===== src/rtl/psec5_pkg.sv =====
// ---------------------------------------------------------------------------
// psec5_pkg
// Shared constants and types for the readout sequencer. The SPI block reuses
// the channel/word constants from here.
//   NUM_CH    : number of channels (width of load_cnt_ser)
//   NUM_SEL   : counter words per channel (select_reg 0..NUM_SEL-1)
//   WORD_BITS : shift cycles per word
//   IDLE_SEL  : select_reg park code while not reading
// ---------------------------------------------------------------------------
package psec5_pkg;

   localparam int NUM_CH    = 8;
   localparam int NUM_SEL   = 7;
   localparam int WORD_BITS = 8;
   localparam logic [2:0] IDLE_SEL = 3'b111;

   localparam int CH_W      = $clog2(NUM_CH);
   localparam int SEL_W     = 3;
   localparam int BIT_CNT_W = $clog2(WORD_BITS);

   typedef enum logic [2:0] {
      IDLE,
      LOAD,
      SHIFT,
      WAIT,
      DONE
   } rdseq_state_t;

endpackage


===== src/rtl/readout_sequencer_if.sv =====
// ---------------------------------------------------------------------------
// readout_sequencer_if
// Bundles the command inputs and the datapath control outputs of the
// readout sequencer.
//   start, abort  : one-cycle command pulses from the instruction driver
//   word_ready    : downstream accepted the current word (level, may stay high)
//   load_cnt_ser  : one-hot of the channel being read
//   select_reg    : word index within the channel
//   shift_en      : serializer shift strobe
//   word_done     : pulse after the last shift of a word
//   busy, done    : activity flag and completion pulse
//   state_dbg     : current sequencer state, for observation only
// Handshake: word_ready is only sampled while the sequencer sits in WAIT;
// the sequencer leaves WAIT on the first edge where word_ready is high.
// slave = the sequencer, master = whoever drives the commands.
// ---------------------------------------------------------------------------
interface readout_sequencer_if;
   import psec5_pkg::*;

   logic                start;
   logic                abort;
   logic                word_ready;
   logic [NUM_CH-1:0]   load_cnt_ser;
   logic [SEL_W-1:0]    select_reg;
   logic                shift_en;
   logic                word_done;
   logic                busy;
   logic                done;
   rdseq_state_t        state_dbg;

   modport slave (
      input  start, abort, word_ready,
      output load_cnt_ser, select_reg, shift_en, word_done, busy, done,
             state_dbg
   );

   modport master (
      output start, abort, word_ready,
      input  load_cnt_ser, select_reg, shift_en, word_done, busy, done,
             state_dbg
   );

endinterface


===== src/rtl/readout_sequencer.sv =====
// ---------------------------------------------------------------------------
// readout_sequencer
// Walks all channels and all counter words per channel after a start pulse,
// selecting the channel (load_cnt_ser one-hot) and word (select_reg), gating
// the serializer with shift_en for WORD_BITS cycles per word, and waiting
// for word_ready between words. abort returns to idle without done.
// Ports:
//   iclk  : clock, posedge
//   rstn  : asynchronous active-low reset
//   bus   : readout_sequencer_if.slave (commands in, datapath controls out)
// All outputs are registered: the output process computes the values that
// belong to the next state, and the register process captures them on the
// same edge as the state.
// ---------------------------------------------------------------------------
module readout_sequencer
   import psec5_pkg::*;
(
   input  logic                  iclk,
   input  logic                  rstn,
   readout_sequencer_if.slave    bus
);

   rdseq_state_t           state_q, state_nxt;
   logic [CH_W-1:0]        ch_q, ch_nxt;
   logic [SEL_W-1:0]       sel_q, sel_nxt;
   logic [BIT_CNT_W-1:0]   bit_cnt_q, bit_cnt_nxt;

   logic [NUM_CH-1:0]      load_q, load_nxt;
   logic [SEL_W-1:0]       select_q, select_nxt;
   logic                   shift_q, shift_nxt;
   logic                   wdone_q, wdone_nxt;
   logic                   busy_q, busy_nxt;
   logic                   done_q, done_nxt;

   // State, counters and output registers
   always_ff @(posedge iclk or negedge rstn) begin
      if (!rstn) begin
         state_q   <= IDLE;
         ch_q      <= '0;
         sel_q     <= '0;
         bit_cnt_q <= '0;
         load_q    <= '0;
         select_q  <= IDLE_SEL;
         shift_q   <= 1'b0;
         wdone_q   <= 1'b0;
         busy_q    <= 1'b0;
         done_q    <= 1'b0;
      end else begin
         state_q   <= state_nxt;
         ch_q      <= ch_nxt;
         sel_q     <= sel_nxt;
         bit_cnt_q <= bit_cnt_nxt;
         load_q    <= load_nxt;
         select_q  <= select_nxt;
         shift_q   <= shift_nxt;
         wdone_q   <= wdone_nxt;
         busy_q    <= busy_nxt;
         done_q    <= done_nxt;
      end
   end

   // Next-state and counter logic
   always_comb begin
      state_nxt   = state_q;
      ch_nxt      = ch_q;
      sel_nxt     = sel_q;
      bit_cnt_nxt = bit_cnt_q;

      // abort from any active state (and over a simultaneous start in IDLE)
      // returns everything to its reset value.
      if (bus.abort) begin
         state_nxt   = IDLE;
         ch_nxt      = '0;
         sel_nxt     = '0;
         bit_cnt_nxt = '0;
      end else begin
         unique case (state_q)
            IDLE: begin
               if (bus.start) begin
                  state_nxt = LOAD;
                  ch_nxt    = '0;
                  sel_nxt   = '0;
               end
            end
            LOAD: begin
               state_nxt   = SHIFT;
               bit_cnt_nxt = '0;
            end
            SHIFT: begin
               if (bit_cnt_q == BIT_CNT_W'(WORD_BITS - 1)) begin
                  state_nxt = WAIT;
               end else begin
                  bit_cnt_nxt = bit_cnt_q + BIT_CNT_W'(1);
               end
            end
            WAIT: begin
               if (bus.word_ready) begin
                  bit_cnt_nxt = '0;
                  if (sel_q < SEL_W'(NUM_SEL - 1)) begin
                     state_nxt = SHIFT;
                     sel_nxt   = sel_q + SEL_W'(1);
                  end else if (ch_q < CH_W'(NUM_CH - 1)) begin
                     state_nxt = LOAD;
                     ch_nxt    = ch_q + CH_W'(1);
                     sel_nxt   = '0;
                  end else begin
                     state_nxt = DONE;
                     ch_nxt    = '0;
                     sel_nxt   = '0;
                  end
               end
            end
            DONE: begin
               state_nxt = IDLE;
            end
            default: begin
               state_nxt = IDLE;
            end
         endcase
      end
   end

   // Output values belonging to the next state
   always_comb begin
      load_nxt   = '0;
      select_nxt = IDLE_SEL;
      shift_nxt  = 1'b0;
      wdone_nxt  = 1'b0;
      busy_nxt   = (state_nxt != IDLE);
      done_nxt   = (state_nxt == DONE);

      if (state_nxt == LOAD || state_nxt == SHIFT || state_nxt == WAIT) begin
         load_nxt   = {{(NUM_CH-1){1'b0}}, 1'b1} << ch_nxt;
         select_nxt = sel_nxt;
      end
      shift_nxt = (state_nxt == SHIFT);
      // word_done only on entry to WAIT, not while stalled there
      wdone_nxt = (state_nxt == WAIT) && (state_q != WAIT);
   end

   assign bus.load_cnt_ser = load_q;
   assign bus.select_reg   = select_q;
   assign bus.shift_en     = shift_q;
   assign bus.word_done    = wdone_q;
   assign bus.busy         = busy_q;
   assign bus.done         = done_q;
   assign bus.state_dbg    = state_q;

endmodule


===== src/flat_wrapper.sv =====
// flat-port wrapper written by rule: the top's interface ports become plain ports
module readout_sequencer_flat import psec5_pkg::*;
  (iclk, rstn, bus_start, bus_abort, bus_word_ready, bus_load_cnt_ser, bus_select_reg, bus_shift_en, bus_word_done, bus_busy, bus_done, bus_state_dbg);
  readout_sequencer_if bus_i ();
  input  logic iclk;
  input  logic rstn;
  input wire logic [$bits(bus_i.start)-1:0] bus_start;
  input wire logic [$bits(bus_i.abort)-1:0] bus_abort;
  input wire logic [$bits(bus_i.word_ready)-1:0] bus_word_ready;
  output wire logic [$bits(bus_i.load_cnt_ser)-1:0] bus_load_cnt_ser;
  output wire logic [$bits(bus_i.select_reg)-1:0] bus_select_reg;
  output wire logic [$bits(bus_i.shift_en)-1:0] bus_shift_en;
  output wire logic [$bits(bus_i.word_done)-1:0] bus_word_done;
  output wire logic [$bits(bus_i.busy)-1:0] bus_busy;
  output wire logic [$bits(bus_i.done)-1:0] bus_done;
  output wire logic [$bits(bus_i.state_dbg)-1:0] bus_state_dbg;
  assign bus_i.start = bus_start;
  assign bus_i.abort = bus_abort;
  assign bus_i.word_ready = bus_word_ready;
  assign bus_load_cnt_ser = bus_i.load_cnt_ser;
  assign bus_select_reg = bus_i.select_reg;
  assign bus_shift_en = bus_i.shift_en;
  assign bus_word_done = bus_i.word_done;
  assign bus_busy = bus_i.busy;
  assign bus_done = bus_i.done;
  assign bus_state_dbg = bus_i.state_dbg;
  readout_sequencer u_core (.iclk(iclk), .rstn(rstn), .bus(bus_i));
endmodule

===== config.mk =====
export PLATFORM = sky130hd
export DESIGN_NAME = readout_sequencer_flat
export DESIGN_NICKNAME = d
export VERILOG_FILES = /design/src/rtl/psec5_pkg.sv /design/src/rtl/readout_sequencer_if.sv /design/src/rtl/readout_sequencer.sv /design/src/flat_wrapper.sv
export SDC_FILE = /design/constraint.sdc
export NUM_CORES = 1
export LEC_CHECK = 0
export BUFFER_PORTS_ARGS = -buffer_cell sky130_fd_sc_hd__buf_2
export CAP_MARGIN = 20
export CORE_AREA = 2 2 42 73
export CTS_BUF_LIST = sky130_fd_sc_hd__clkbuf_8
export DETAILED_ROUTE_END_ITERATION = 6
export DIE_AREA = 0 0 44 75
export HOLD_SLACK_MARGIN = 0.12
export MAX_ROUTING_LAYER = met4
export PLACE_DENSITY = 0.82
export SETUP_SLACK_MARGIN = 0.4
export SLEW_MARGIN = 0
export SYNTH_ARGS = -nofsm -noshare
export SYNTH_HDL_FRONTEND = slang
export SYNTH_SLANG_ARGS = --single-unit

===== constraint.sdc =====
create_clock -name iclk -period 1.8 [get_ports iclk]
set_clock_uncertainty 0.05 [all_clocks]
set_input_delay 0.18 -clock iclk [delete_from_list [all_inputs] [get_ports iclk]]
set_output_delay 0.18 -clock iclk [all_outputs]
set_load 0.05 [all_outputs]

==> results of run 1 <==
## critical path: stages, from the launching register on
cell and delay (ns):
dfrtp_1 0.43, and3_4 0.27, nand3_2 0.12, a311o_1 0.43, buf_6 0.16, a2111oi_4 0.30
## cells by family after synthesis
family | share of synthesized area
DFF | 0.503
adders and majority gates | 0.0370
AOI/OAI and AO/OA | 0.181
muxes | 0.0231
and+or+nand+nor | 0.199
xor gates and xnor gates | 0.0130
buffers and inverters | 0.0444
## metal layers
layer | track usage | wire, microns | part of all wire
met2 | 0.528 | 2840 | 0.57
met1 | 0.317 | 1640 | 0.33
met4 | 0.138 | 266 | 0.053
met3 | 0.0408 | 234 | 0.047
met5 | - | 0 | 0
## metrics by stage
step	TNS [ns]	cell area, sq um	power, mW	setup WS [ns]
final	-0.198	2270	1.43	-0.0712
after global routing	-0.746	2270	1.48	-0.108
after CTS	0	2070	1.33	0.0398
after detailed placement	-0.176	1640	0.906	-0.0823
after global placement	-0.0134	1640	0.898	-0.0117
after floorplan	-0.0161	1430	0.831	-0.0102
## final timing paths
path,start,endpoint,slack (ns)
setup / recovery,u_core.ch_q[2],u_core.bus.load_cnt_ser[2],-0.07
hold / removal,bus_abort,u_core.sel_q[1],0.22
setup reg to reg,u_core.ch_q[2],u_core.bus.load_cnt_ser[2],-0.07
hold reg to reg,u_core.sel_q[0],u_core.sel_q[0],0.48
max in group asynchronous,rstn,u_core.bus.state_dbg[1],0.84
min in group asynchronous,rstn,u_core.bit_cnt_q[1],0.43
## placed cells by master, fill, tap and decap left out, types with 3 or more instances in the layout
master / count
buf_4: 27
buf_2: 19
dfrtp_1: 19
buf_6: 14
inv_1: 9
nor2_1: 6
dfrtp_2: 5
or2_2: 3
o21ai_4: 3
nor3_4: 3
nor4_4: 3
a2111oi_4: 3
clkbuf_8: 3
dfstp_2: 3
## what timing repair did
action,in CTS,in global routing
endpoints found under the setup margin,21,27
resized for setup,42,31
hold endpoints to repair,24,0
hold buffers,1,0
pin swaps,12,10
buffers inserted,20,7
## final cells by class
cell class                      count  area (sq um)  area share
Multi-Input combinational cell     81           956       0.420
Tap cell                           27          33.8      0.0149
Sequential cell                    27           686       0.302
Clock inverter                      1          3.75     0.00165
Timing Repair Buffer               65           523       0.230
Clock buffer                        3          41.3      0.0182
Inverter                            8          30.0      0.0132
## report_power, final
part           switching [mW]  internal [mW]
combinational           0.250          0.189
clock                   0.187          0.153
sequential             0.0163          0.632
==> results_dict.tcl, run 1 <==
set metrics [dict create \
    status "complete, but fails checks" \
    violations "negative setup slack" \
    overflow 0 \
    fin_util 0.845 \
    clock_sinks 27 \
    ys_seq_area_frac 0.503 \
    setup_ws_ns -0.0712 \
    yosysTopAreaCell "dfrtp_1" \
    rr_worst_depth 5 \
    cts_buffers 3 \
    startpoint_type "flip-flop" \
    vias 1343 \
    cap_violations 0 \
    whs_ns 0.222 \
    yosys.area.top_type_share 0.444 \
    slew_violations 0 \
    min_path_type "in2reg" \
    max_freq_ghz 0.534 \
    grt_pass1_wl_microns 6980 \
    async_flop_share 1.00 \
    yosys-top-cells-count "dfrtp_1, inv_1, nor2_1, nor3_1, o21ai_0" \
    crit_fanout 4 \
    crit_type "reg2reg" \
    max_slew_margin 0.599 \
    grt_max_degree 28 \
    chipWidth_microns 44 \
    period_share 1.04 \
    fp.dieArea_sq_mm 0.00330 \
    p_leak_nw 1.02 \
    instances_no_fill 212 \
    drt-pass1-iter-count 4 \
    max-vdd-ir-drop_mv 0.530 \
    synth_area_leaders "dfrtp_1, dfstp_2, ha_1, nor3_1, o21ai_0" \
    clock_latency_ns 0.27 \
    dp_hpwl_microns 2380 \
    synth.distinct_cells 48 \
    area_delta_synth_final_pct 68.2 \
    pin_count 23 \
    clk_pin_slew_ns 0.09 \
    worst_slew_pin_slew_ns 0.601 \
    syn_avg_cell_area_sq_um 11.2 \
    nets 195 \
    nFillCells 123 \
    arrival_ns 1.98 \
    wl_per_cell_microns 23.5 \
    crit_path_end_kind "flip-flop" \
    cts_tree "built" \
    drtIter0Drc 82 \
    htree_levels 1 \
    die_h_microns 75 \
    first_global_vias 1406 \
    portBuffers 22 \
    setup_viol 7 \
    synth.yosys.warnings 0 \
    antenna_found_initial 0 \
    grt_usage 0.297 \
    synth_most_common_cell "dfrtp_1" \
    placed_cells 180 \
    vias_per_cell 6.33 \
    ys_ff_latch 27 \
    rows 25 \
    drive_gt1_frac 0.665 \
    synth-main-ff-cell "dfrtp_1" \
    period_needed_ns 1.87 \
    routed_wl_microns 4990 \
    largest_reg_flops 8 \
    start_util 0.502 \
    cp.required_ns 1.91 \
    whs_path_depth 2 \
    place.gp.congestion 0.897 \
    core_area_sq_mm 0.00269 \
    ant_nets 0 \
    synth_edf_count 0 \
    clock-root-buffer "clkbuf_8" \
    drc 0 \
    netlist_area_sq_mm 0.00135 \
    syn-num-nets 130 \
    syn_inst 121 \
    clockBufferDepth 2 \
    hold_viol_final 0 \
    diodes 0 \
    pwr_density_cell_mw_per_mm2 628 \
    rsz0062_at_grt "true" \
]
(Power assumes the default switching activity.)
==> run 2, diff against run 1 <==
--- a/config.mk
+++ b/config.mk
@@ -5,15 +5,16 @@
 export SDC_FILE = /design/constraint.sdc
 export NUM_CORES = 1
 export LEC_CHECK = 0
+export ABC_AREA = 1
 export BUFFER_PORTS_ARGS = -buffer_cell sky130_fd_sc_hd__buf_2
 export CAP_MARGIN = 20
-export CORE_AREA = 2 2 42 73
+export CORE_AREA = 2 2 42 72
 export CTS_BUF_LIST = sky130_fd_sc_hd__clkbuf_8
 export DETAILED_ROUTE_END_ITERATION = 6
-export DIE_AREA = 0 0 44 75
+export DIE_AREA = 0 0 44 74
 export HOLD_SLACK_MARGIN = 0.12
 export MAX_ROUTING_LAYER = met4
-export PLACE_DENSITY = 0.82
+export PLACE_DENSITY = 0.81
 export SETUP_SLACK_MARGIN = 0.4
 export SLEW_MARGIN = 0
 export SYNTH_ARGS = -nofsm -noshare
==> constraint.sdc (replaced) <==
create_clock -name iclk -period 1.7 [get_ports iclk]
set_clock_uncertainty 0.05 [all_clocks]
set_input_delay 0.17 -clock iclk [delete_from_list [all_inputs] [get_ports iclk]]
set_output_delay 0.17 -clock iclk [all_outputs]
set_load 0.05 [all_outputs]
==> run 2 against run 1 <==
Compared with the run above: the run now ends clean; critical endpoint is now u_core.bus.load_cnt_ser[4]; area after synthesis down 3.6%; combinational power shrank 37%; global-route usage shrank 9.2 points; non-clock buffer count shrank 32; fmax is 22% higher.
==> results_dict.tcl, run 2 <==
set metrics [dict create \
    status "complete, no violations" \
    hold_viol_final 0 \
    reg2reg_setup_slack_ns 0.16 \
    fp.dieArea_sq_mm 0.00326 \
    core_area_sq_mm 0.00269 \
    crit_type "reg2reg" \
    cts_tree "built" \
    clock-root-buffer "clkbuf_8" \
    drc 0 \
    whs_path_depth 3 \
    netlist_area_sq_mm 0.00130 \
    cts_buffers 3 \
    grt_pass1_wl_microns 4870 \
    chipWidth_microns 44 \
    grt_usage 0.205 \
    vias 1145 \
    max_slew_margin 0.621 \
    synth_edf_count 0 \
    async_flop_share 1.00 \
    pwr_density_cell_mw_per_mm2 774 \
    syn_inst 151 \
    wl_per_cell_microns 13.8 \
    synth.distinct_cells 22 \
    mostFrequentLayoutCells "nand2_1, buf_2, dfrtp_1" \
    fin_setup_tns_ns 0 \
    synth_area_leaders "dfrtp_1, nand2_1, inv_1, dfstp_2, nor2_1" \
    hold_path_end "u_core.bus.state_dbg[2]" \
    timing.rr.start "u_core.bus.state_dbg[2]" \
    yosys-top-cells-count "nand2_1, dfrtp_1, inv_1" \
    min_path_type "in2reg" \
    diodes 0 \
    antenna_found_initial 0 \
    htree_levels 1 \
    max_freq_ghz 0.651 \
    yosysTopAreaCell "dfrtp_1" \
    worst_slew_pin_slew_ns 0.568 \
    synth_most_common_cell "nand2_1" \
    syn-num-nets 160 \
    die_h_microns 74 \
    yosys.area.top_type_share 0.461 \
    drive_gt1_frac 0.401 \
    reg2reg_to "u_core.bus.load_cnt_ser[4]" \
    overflow 0 \
    ys_ff_latch 27 \
    crit_fanout 6 \
    synth-main-ff-cell "dfrtp_1" \
    largest_reg_flops 8 \
    cap_violations 0 \
    ys_seq_area_frac 0.522 \
    clock_sinks 27 \
    grt_max_degree 28 \
    startpoint_type "flip-flop" \
    drt-pass1-iter-count 4 \
    place.gp.congestion 0.896 \
    area_delta_synth_final_pct 31.0 \
    rr_worst_depth 7 \
    clock_latency_ns 0.27 \
    syn_avg_cell_area_sq_um 8.63 \
    period_share 0.903 \
    max-vdd-ir-drop_mv 0.593 \
    ant_nets 0 \
    min_from "bus_word_ready" \
    nets 197 \
    cp.required_ns 1.86 \
    drtIter0Drc 38 \
    p_leak_nw 0.963 \
    layout_commonest_cell "nand2_1" \
    vias_per_cell 5.35 \
    slew_violations 0 \
    dp_hpwl_microns 2150 \
    portBuffers 22 \
    synth.yosys.warnings 0 \
    fin_area_sq_mm 0.00171 \
    period_needed_ns 1.54 \
    routed_wl_microns 2950 \
    dpl-instance-area_sq_mm 0.00147 \
    pin_count 23 \
    clockBufferDepth 2 \
    start_util 0.484 \
    first_global_vias 1119 \
    rows 25 \
    crit_path_end_kind "flip-flop" \
    clk_pin_slew_ns 0.09 \
    rsz0062_at_grt "true" \
    setup_viol 0 \
    arrival_ns 1.69 \
]
==> run 2: cell count changes in the layout (fill, tap and decap cells not counted), moves of 7 or more <==
cell,before,now
buf_6,14,4
nand2_1,1,30
inv_1,9,17
nand2_4,1,8
nand3_1,2,9
buf_4,27,4
==> run 2: worst max-delay path, cell delays in order, from the launching register on <==
cell	delay (ns)
dfrtp_4	0.54
inv_4	0.11
nand4_1	0.13
nor2_2	0.16
nand2_2	0.09
a21oi_4	0.20
nand2_4	0.08
nor2_2	0.11
==> run 2: final cells by class <==
| type | count | area (sq um) |
|---|---|---|
| tap | 27 | 33.8 |
| clock inverter | 1 | 5.00 |
| inverter | 25 | 98.8 |
| multi-input combinational | 98 | 627 |
| timing repair buffer | 33 | 215 |
| sequential | 27 | 686 |
| fill | 215 | 983 |
| clock buffer | 3 | 41.3 |
==> run 2: power by group <==
part / total [mW] / switching [mW] / internal, mW
combinational: 0.277 / 0.197 / 0.0799
sequential: 0.689 / 0.0159 / 0.674
clock: 0.354 / 0.190 / 0.164
==> run 2: per-stage QoR <==
stage           util  instances  hold WS, ns  power (mW)  setup WS [ns]
2_1_floorplan      -        151       -0.176       0.863          0.238
3_3_place_gp   0.546        199        0.139       0.918          0.133
3_5_place_dp   0.546        199        0.154       0.923         0.0906
4_1_cts        0.600        209        0.127        1.31          0.184
5_1_grt        0.634        214        0.266        1.38         0.0826
6_report       0.634        214        0.228        1.32          0.165
==> run 2: cell families (layout without fill, tap and decap cells) <==
logic type | count (synthesis) | after routing | synth area share
fa+ha+maj | 4 | 4 | 0.0384
simple gates | 78 | 78 | 0.285
buf+inv | 26 | 62 | 0.0778
compound gates | 15 | 15 | 0.0692
mux | 1 | 1 | 0.00769
flops | 27 | 27 | 0.522
==> run 2: worst max path at each step <==
| stage | startpoint | endpoint | slack [ns] | cells past startpoint |
|---|---|---|---|---|
| after global placement | u_core.bit_cnt_q[0] | u_core.bus.load_cnt_ser[4] | 0.13 | 8 |
| after detailed placement | u_core.bit_cnt_q[1] | u_core.bus.load_cnt_ser[6] | 0.09 | 8 |
| after global routing | u_core.bus.state_dbg[2] | u_core.bus.load_cnt_ser[4] | 0.08 | 7 |
| after CTS | u_core.bit_cnt_q[0] | u_core.bus.load_cnt_ser[6] | 0.18 | 8 |
| after floorplan | u_core.bus.state_dbg[1] | u_core.bus.load_cnt_ser[0] | 0.24 | 10 |
| final | u_core.bus.state_dbg[2] | u_core.bus.load_cnt_ser[4] | 0.16 | 7 |
==> run 2: routing by layer <==
| layer | GRT usage | wire length (microns) | vias up |
|---|---|---|---|
| met5 | - | 0 | - |
| met4 | 0.108 | 109 | 0 |
| met3 | 0.0291 | 157 | 15 |
| met2 | 0.348 | 1590 | 54 |
| met1 | 0.228 | 1090 | 525 |
| li1 | - | - | 551 |
==> run 2: timing repair <==
item                       4_1_cts  5_1_grt
hold endpoints to repair        26        2
pin swaps                        9        6
resized for setup               12       22
setup endpoints to repair       22       27
buffers inserted                 4        4
hold buffers                     2        1
